$ cat config.mk
export PLATFORM = sky130hd
export DESIGN_NAME = ysyx_220053_divider
export DESIGN_NICKNAME = d
export VERILOG_FILES = /design/src/rtl/ysyx_220053_divider.sv
export SDC_FILE = /design/constraint.sdc
export NUM_CORES = 1
export LEC_CHECK = 0
export CAP_MARGIN = 10
export CORE_UTILIZATION = 30
export DETAILED_ROUTE_END_ITERATION = 12
export GPL_TIMING_DRIVEN = 1
export MAX_ROUTING_LAYER = met4
export PLACE_DENSITY = 0.47
export SYNTH_ARGS = -nofsm -noshare
export SYNTH_HDL_FRONTEND = slang
export SYNTH_SLANG_ARGS = --single-unit
$ cat constraint.sdc
create_clock -name clk -period 16.3 [get_ports clk]
set_input_delay 3.26 -clock clk [delete_from_list [all_inputs] [get_ports clk]]
set_output_delay 3.26 -clock clk [all_outputs]
set_load 0.03 [all_outputs]
$ cat src/rtl/ysyx_220053_divider.sv
// Iterative radix-2 restoring divider for DIV/DIVU/REM/REMU and their W forms.
// One quotient bit per cycle; divide-by-zero and signed overflow finish in one cycle.
module ysyx_220053_divider #(
    parameter int unsigned XLEN = 64
) (
    input  logic            clk,
    input  logic            rst_n,
    input  logic            div_valid,
    output logic            div_ready,
    input  logic            div_signed,
    input  logic            divw,
    input  logic [XLEN-1:0] dividend,
    input  logic [XLEN-1:0] divisor,
    input  logic            flush,
    output logic            out_valid,
    input  logic            out_ready,
    output logic [XLEN-1:0] quotient,
    output logic [XLEN-1:0] remainder
);
    localparam int unsigned CW = $clog2(XLEN);

    typedef enum logic [1:0] {S_IDLE, S_BUSY, S_DONE} state_e;

    state_e          state_q, state_d;
    logic [CW-1:0]   cnt_q, cnt_d;
    logic [XLEN-1:0] a_q, a_d, b_q, b_d, r_q, r_d;
    logic [XLEN-1:0] quotient_q, quotient_d, remainder_q, remainder_d;
    logic            divw_q, divw_d, qneg_q, qneg_d, rneg_q, rneg_d;
    logic            out_valid_q, out_valid_d;

    logic [XLEN-1:0] op_a, op_b, abs_a, abs_b, min_val, a_w_sext, spec_q, spec_r;
    logic            a_neg, b_neg, div_zero, sgn_ovf;

    always_comb begin
        a_w_sext = {{(XLEN-32){dividend[31]}}, dividend[31:0]};
        if (divw) begin
            op_a    = div_signed ? a_w_sext : {{(XLEN-32){1'b0}}, dividend[31:0]};
            op_b    = div_signed ? {{(XLEN-32){divisor[31]}}, divisor[31:0]}
                                 : {{(XLEN-32){1'b0}}, divisor[31:0]};
            min_val = {{(XLEN-31){1'b1}}, {31{1'b0}}};
        end else begin
            op_a    = dividend;
            op_b    = divisor;
            min_val = {1'b1, {(XLEN-1){1'b0}}};
        end
        a_neg    = div_signed & op_a[XLEN-1];
        b_neg    = div_signed & op_b[XLEN-1];
        abs_a    = a_neg ? ('0 - op_a) : op_a;
        abs_b    = b_neg ? ('0 - op_b) : op_b;
        div_zero = (op_b == '0);
        sgn_ovf  = div_signed && (op_a == min_val) && (op_b == '1);
        spec_q   = div_zero ? '1 : op_a;
        spec_r   = div_zero ? (divw ? a_w_sext : dividend) : '0;
    end

    // a_q shifts dividend bits out of the top while quotient bits enter at the bottom
    logic [XLEN:0]   r_sh, diff;
    logic            ge;
    logic [XLEN-1:0] a_step, r_step, q_raw, r_raw, q_fix, r_fix, q_fin, r_fin;

    always_comb begin
        r_sh   = {r_q, a_q[XLEN-1]};
        diff   = r_sh - {1'b0, b_q};
        ge     = ~diff[XLEN];
        r_step = ge ? diff[XLEN-1:0] : r_sh[XLEN-1:0];
        a_step = {a_q[XLEN-2:0], ge};
        q_raw  = divw_q ? {{(XLEN-32){1'b0}}, a_step[31:0]} : a_step;
        r_raw  = divw_q ? {{(XLEN-32){1'b0}}, r_step[31:0]} : r_step;
        q_fix  = qneg_q ? ('0 - q_raw) : q_raw;
        r_fix  = rneg_q ? ('0 - r_raw) : r_raw;
        q_fin  = divw_q ? {{(XLEN-32){q_fix[31]}}, q_fix[31:0]} : q_fix;
        r_fin  = divw_q ? {{(XLEN-32){r_fix[31]}}, r_fix[31:0]} : r_fix;
    end

    always_comb begin
        state_d     = state_q;
        cnt_d       = cnt_q;
        a_d         = a_q;
        b_d         = b_q;
        r_d         = r_q;
        divw_d      = divw_q;
        qneg_d      = qneg_q;
        rneg_d      = rneg_q;
        quotient_d  = quotient_q;
        remainder_d = remainder_q;
        out_valid_d = out_valid_q;
        unique case (state_q)
            S_IDLE: begin
                if (!flush && div_valid) begin
                    divw_d = divw;
                    qneg_d = a_neg ^ b_neg;
                    rneg_d = a_neg;
                    if (div_zero || sgn_ovf) begin
                        quotient_d  = spec_q;
                        remainder_d = spec_r;
                        out_valid_d = 1'b1;
                        state_d     = S_DONE;
                    end else begin
                        a_d     = divw ? {abs_a[31:0], {(XLEN-32){1'b0}}} : abs_a;
                        b_d     = abs_b;
                        r_d     = '0;
                        cnt_d   = divw ? CW'(31) : CW'(XLEN-1);
                        state_d = S_BUSY;
                    end
                end
            end
            S_BUSY: begin
                if (flush) begin
                    state_d = S_IDLE;
                end else begin
                    a_d = a_step;
                    r_d = r_step;
                    // sign fix-up happens on the final step so out_valid lands at N+1
                    if (cnt_q == '0) begin
                        quotient_d  = q_fin;
                        remainder_d = r_fin;
                        out_valid_d = 1'b1;
                        state_d     = S_DONE;
                    end else begin
                        cnt_d = cnt_q - 1'b1;
                    end
                end
            end
            S_DONE: begin
                if (flush || out_ready) begin
                    out_valid_d = 1'b0;
                    state_d     = S_IDLE;
                end
            end
            default: state_d = S_IDLE;
        endcase
    end

    always_ff @(posedge clk or negedge rst_n) begin
        if (!rst_n) begin
            state_q     <= S_IDLE;
            cnt_q       <= '0;
            a_q         <= '0;
            b_q         <= '0;
            r_q         <= '0;
            divw_q      <= 1'b0;
            qneg_q      <= 1'b0;
            rneg_q      <= 1'b0;
            quotient_q  <= '0;
            remainder_q <= '0;
            out_valid_q <= 1'b0;
        end else begin
            state_q     <= state_d;
            cnt_q       <= cnt_d;
            a_q         <= a_d;
            b_q         <= b_d;
            r_q         <= r_d;
            divw_q      <= divw_d;
            qneg_q      <= qneg_d;
            rneg_q      <= rneg_d;
            quotient_q  <= quotient_d;
            remainder_q <= remainder_d;
            out_valid_q <= out_valid_d;
        end
    end

    assign div_ready = (state_q == S_IDLE);
    assign out_valid = out_valid_q;
    assign quotient  = quotient_q;
    assign remainder = remainder_q;
endmodule

* Word-level counts from Yosys, hierarchy flattened *
Cells that the tools add are included.

cells by class
  reduce and logical (&&, ||, !) cells = 18
  bitwise logic cells = 5
  eq/ne operators = 12
  multiplexer cells = 54
  add/subtract/negate cells = 6

operators by type and width
  kind                     count
  $mux W64                 31
  $pmux W64 S2             4
  $sub A1 B64 Y64 const A  4
  $sub A65 B64 Y65         1
  $eq A64 B64 Y1           1
  $eq A64 B64 Y1 const B   1
  $logic_not A64 Y1        1
  $mux W63                 1
  $mux W6                  5
  $pmux W6 S2              1
  $mux W2                  5
  $ne A2 B2 Y1 const B     5
  $reduce_and A5 Y1        2
  $logic_not A6 Y1         1
  $pmux W2 S3              1
  $reduce_and A3 Y1        2
  $reduce_and A6 Y1        1
  $sub A6 B1 Y6 const B    1
  $mux W1                  5
  $ne A2 B1 Y1 const B     2
  $reduce_and A4 Y1        1
  $logic_and A1 B1 Y1      3
  $ne A3 B3 Y1 const B     1
  $pmux W1 S3              1
  other kinds (11)         14

word-level totals
  bits in registers = 332
  output and inout port bits = 130
  bits of input ports = 135
  logic and storage cells = 106

* Depth between registers and ports, before layout *
  depth in word-level cells = 9
  gate-level depth with buffers = 30
  depth with buffers taken out = 24

* Worst setup path after synthesis *
No wires, ideal clock.

  path kind = input to register
  start point = in divisor[12]
  end point = reg remainder_q[35] (netlist: remainder[35])
  data arrival time = 6.722 ns
  cell stages on the path = 15
  required time = 16.174 ns
  path buffers = 3
  setup time = 0.126 ns
  path slack = 9.452 ns
  cells stage by stage = or4_1 > or4_1 > nor3_1 > nand4_1 > nor2_1 > a21oi_1 > nand2b_1 > o21ai_1 > nand2_1 > clkbuf_1 > a31o_2 > clkbuf_1 > buf_2 > a221oi_1 > nor2_1

on the way
  cells in the longest elaborated chain, start to end = 7
  elaborated cells between the ends (all ways) = 12
  those cells by class = 2 x eq/ne; 6 x mux; 4 x reduce/logical

ends and longest elaborated chain
  element                                              RTL line  RTL
  start: declaration                                   13        input logic [XLEN-1:0] divisor,
  $mux W64                                             38        op_b = div_signed ? {{(XLEN-32){divisor[31]}}, divisor[31:0]}
  $mux W64 (*)                                         36        if (divw) begin
  $logic_not A64 Y1 or $eq A64 B64 Y1 (tied branches)  50, 51
  $mux W64 or $logic_and A1 B1 Y1 (tied branches)      53, 51
  $mux W64 or $logic_or A1 B1 Y1 (tied branches)       93        if (div_zero || sgn_ovf) begin
  $mux W64 or $ne A2 B1 Y1 (tied branches)             --
  $pmux W64 S2 or $reduce_and A5 Y1 (tied branches)    --
  end signal: assignment                               157       remainder_q <= remainder_d;
  end: declaration                                     27        logic [XLEN-1:0] quotient_q, quotient_d, remainder_q, remainder_d;

Mark *: on every way between the ends. The rest lies on a longest branch, timed or not. The select of a mux whose other input is x is not followed.
A chain may end at the register's enable or synchronous reset.

* Final worst setup path *
  start point = in divisor[12]
  end point = reg a_q[15]

on the way
  cells in the longest elaborated chain, start to end = 7
  elaborated cells between the ends (all ways) = 8
  those cells by class = 2 x eq/ne; 2 x mux; 4 x reduce/logical

ends and longest elaborated chain
  element                          RTL line  RTL
  $mux W64                         38
  $mux W64 (*)                     36
  $eq A64 B64 Y1                   51        sgn_ovf = div_signed && (op_a == min_val) && (op_b == '1);
  $logic_and A1 B1 Y1              51
  $logic_or A1 B1 Y1 (*)           93
  $ne A2 B2 Y1 (no line) (*)       --
  $reduce_and A4 Y1 (no line) (*)  --
  end signal: assignment           138       a_q <= '0;
  end signal: assignment           150       a_q <= a_d;
  end: declaration                 26        logic [XLEN-1:0] a_q, a_d, b_q, b_d, r_q, r_d;

Mark *: on every way between the ends. The rest lies on a longest branch, timed or not.

==> summary.txt <==
Worst setup path
  • Crit path to: a_q[15]
  • Reg2Reg Launch Point: a_q[63]
  • Crit start category: input port
  • Setup slack, reg-to-reg: 8.69 ns
  • Worst Setup End Kind: register
  • Worst reg2reg path endpoint: quotient[56]
  • CP startpoint: divisor[12]
  • Worst-case reg-to-reg path depth: 24
  • Setup CP Type: input port to register
  • CP Max Fanout: 104
  • Required @ worst endpoint: 16.80 ns
  • Data arrival, critical path: 9.22 ns

Timing
  • Minimum clock period: 8.72 ns
  • Post-route clock period utilization: 53.5%
  • Max-slew violation total from the final report: 0
  • Worst Tran Pin Value: 1.26 ns
  • Setup violations, final: 0
  • Setup tns final: 0 ns
  • Max Freq: 115 MHz
  • Worst Skew: 0.0364 ns
  • Fin. Hold Viols: 0
  • Slew headroom: 15.3%
  • RSZ-0062 raised after global routing: false

Global routing
  • GRT Overall Usage: 27.1%
  • First-pass GRT wire length: 182 mm
  • Largest net degree at the start of global routing: 105
  • Initial antenna violation count: 4
  • Vias in the first global route: 26,500
  • GRT overflow: 0

CTS
  • H-tree levels: 2
  • TritonCTS buffer count: 44
  • Setup Buffers After CTS: 0
  • CTS root buf: clkbuf_16
  • Clock slew at reported path FFs: 0.06 ns
  • Hold_buf cts: 0
  • CTS max path bufs: 3
  • CTS Sinks: 332
  • Skew-Pair Late Insertion Delay: 0.62 ns
  • Post-cts repair resize count: 0
  • TritonCTS clock tree: built

Drt
  • Via/cell ratio: 5.78
  • DR iter-0 viols: 2,630
  • DRC: 0
  • Vias: 28,500
  • Final wirelength: 123 mm
  • Wire per inst: 25.0 µm
  • Post-DRT Antenna Nets: 0
  • Pre-Repair DR Iteration Count: 5

Job
  • Max_cap viols: 0

Floorplan
  • Core Region: 89,900 µm²
  • Die area: 91,900 µm²
  • Die extent in y: 303 µm
  • Core Rows: 110
  • Die width: 303 µm
  • Starting density of the core: 30.3%
  • # IOs: 265

Cells and area
  • Commonest non-fill, non-tap cell in the layout: nand2_1
  • Final net count: 3,922
  • Most frequent cells in the layout: nand2_1, nor2_1, o21ai_0
  • Share of layout cells above drive strength 1: 4.99%
  • Syn-to-layout area delta: 19.0%

Place
  • Post-DP HPWL: 96.7 mm
  • Final Wtd Congestion: 0.939
  • Port Buffer Count: 264

Synthesis
  • YS warnings: 0
  • EDFF count, synth: 0
  • Post-Syn Area: 27,200 µm²
  • Yosys reg bits: 332
  • Avg Inst Size Synth: 7.54 µm²
  • Yosys cell types: 96
  • Seq/Total Area, Yosys: 30.5%
  • Top FF cell, synth: dfrtp_1
  • Mapped Cells: 3,608
  • Syn nets: 3,815
  • FFs w/ async S/R, synth: 100%

Pwr
  • Pwr/cell area: 99.2 nW/µm²
  • Worst VDD drop: 0.0739 mV
  • Leakage power figure: 12.8 nW
  • Pwr Total: 3.21 mW

Outcome
  • Status: completed

Worst hold path
  • Hold/Removal Path Class: register to register
worst min-delay path by stage:
| stage | from | endpoint | depth (start not counted) |
|---|---|---|---|
| finish | quotient[0] | quotient[0] | 2 |
| global placement | quotient[0] | quotient[0] | 2 |
| detailed placement | quotient[0] | quotient[0] | 2 |
| global route | quotient[0] | quotient[0] | 2 |
| floorplan | b_q[35] | b_q[35] | 2 |
| CTS | quotient[0] | quotient[0] | 2 |
cell usage after synthesis (all sizes together) (48+ instances only):
cell type	count	area share, %
nor4	48	1.2
nor2	428	5.9
nand4	65	1.5
dfrtp	332	31
xnor2	147	4.7
clkbuf	202	2.8
nand3	52	0.96
inv	106	1.5
xor2	122	3.9
buf	53	0.95
a21oi	280	5.2
nor3	123	2.3
o31ai	56	1.6
o21ai	390	7.2
nand2	431	5.9
ha	71	3.3
area by class of cell:
type / count / area [µm²]
tap: 1176 / 1470
antenna: 3 / 7.51
clock buffer: 66 / 1290
fill: 9588 / 57500
multi-input combinational: 2914 / 17500
inverter: 107 / 403
timing repair buffer: 316 / 3040
sequential: 332 / 8310
clock inverter: 16 / 294
flip-flops by register name, summed over array words and instances (netlist names):
| signal | cells |
|---|---|
| a_q | 64 |
| b_q | 64 |
| cnt_q | 6 |
| divw_q | 1 |
| out_valid | 1 |
| qneg_q | 1 |
| quotient | 64 |
| r_q | 64 |
| remainder | 64 |
| rneg_q | 1 |
| state_q | 2 |
critical path, stage by stage:
cell and delay [ns]:
clkdlybuf4s50_1 0.54, or4_1 0.62, or4_1 0.52, nor3_1 0.79
nand4_1 0.19, buf_4 0.25, nor2_1 0.11, buf_4 0.25
a21oi_1 0.20, o31ai_4 0.26, buf_4 0.79, buf_4 0.89
mux2_2 0.42
cells by family (layout without fill, tap and decap cells):
kind of cell,count (synthesis),after routing,share of synthesized area (%)
AND/OR/NAND/NOR,1352,1352,23.1
adder cells (fa/ha/maj),72,72,3.34
buffers and inverters,362,505,5.22
XOR/XNOR,269,269,8.66
other,0,3,0
AO/OA/AOI/OAI,1182,1182,27.6
multiplexers,39,39,1.49
flip-flops,332,332,30.5
stage by stage:
stage               cell area, µm²  utilization, %  setup slack, ns  std cells  hold slack (ns)
CTS                          32300            36.0             7.70       4926            0.477
global placement             30700            34.2             7.06       4843            0.455
finish                       32400            36.0             7.58       4930            0.468
detailed placement           30700            34.2             7.06       4844            0.463
global route                 32400            36.0             7.31       4930            0.503
floorplan                    27200               -             9.45       3608            0.443
per-layer routing:
metal / wire length, µm / global-route usage, % / vias to the layer above / part of all wire (%)
li1: - / - / 13400 / -
met5: 0 / - / - / 0
met3: 7150 / 2.58 / 116 / 5.8
met2: 54400 / 40.3 / 979 / 44
met1: 59700 / 39.8 / 14000 / 48
met4: 2260 / 5.10 / 0 / 1.8
power by group:
part	switching, mW	internal (mW)
clock	0.426	0.663
sequential	0.120	0.922
combinational	0.709	0.370
total	1.26	1.96
No activity file was read; power rests on OpenSTA's default activity.
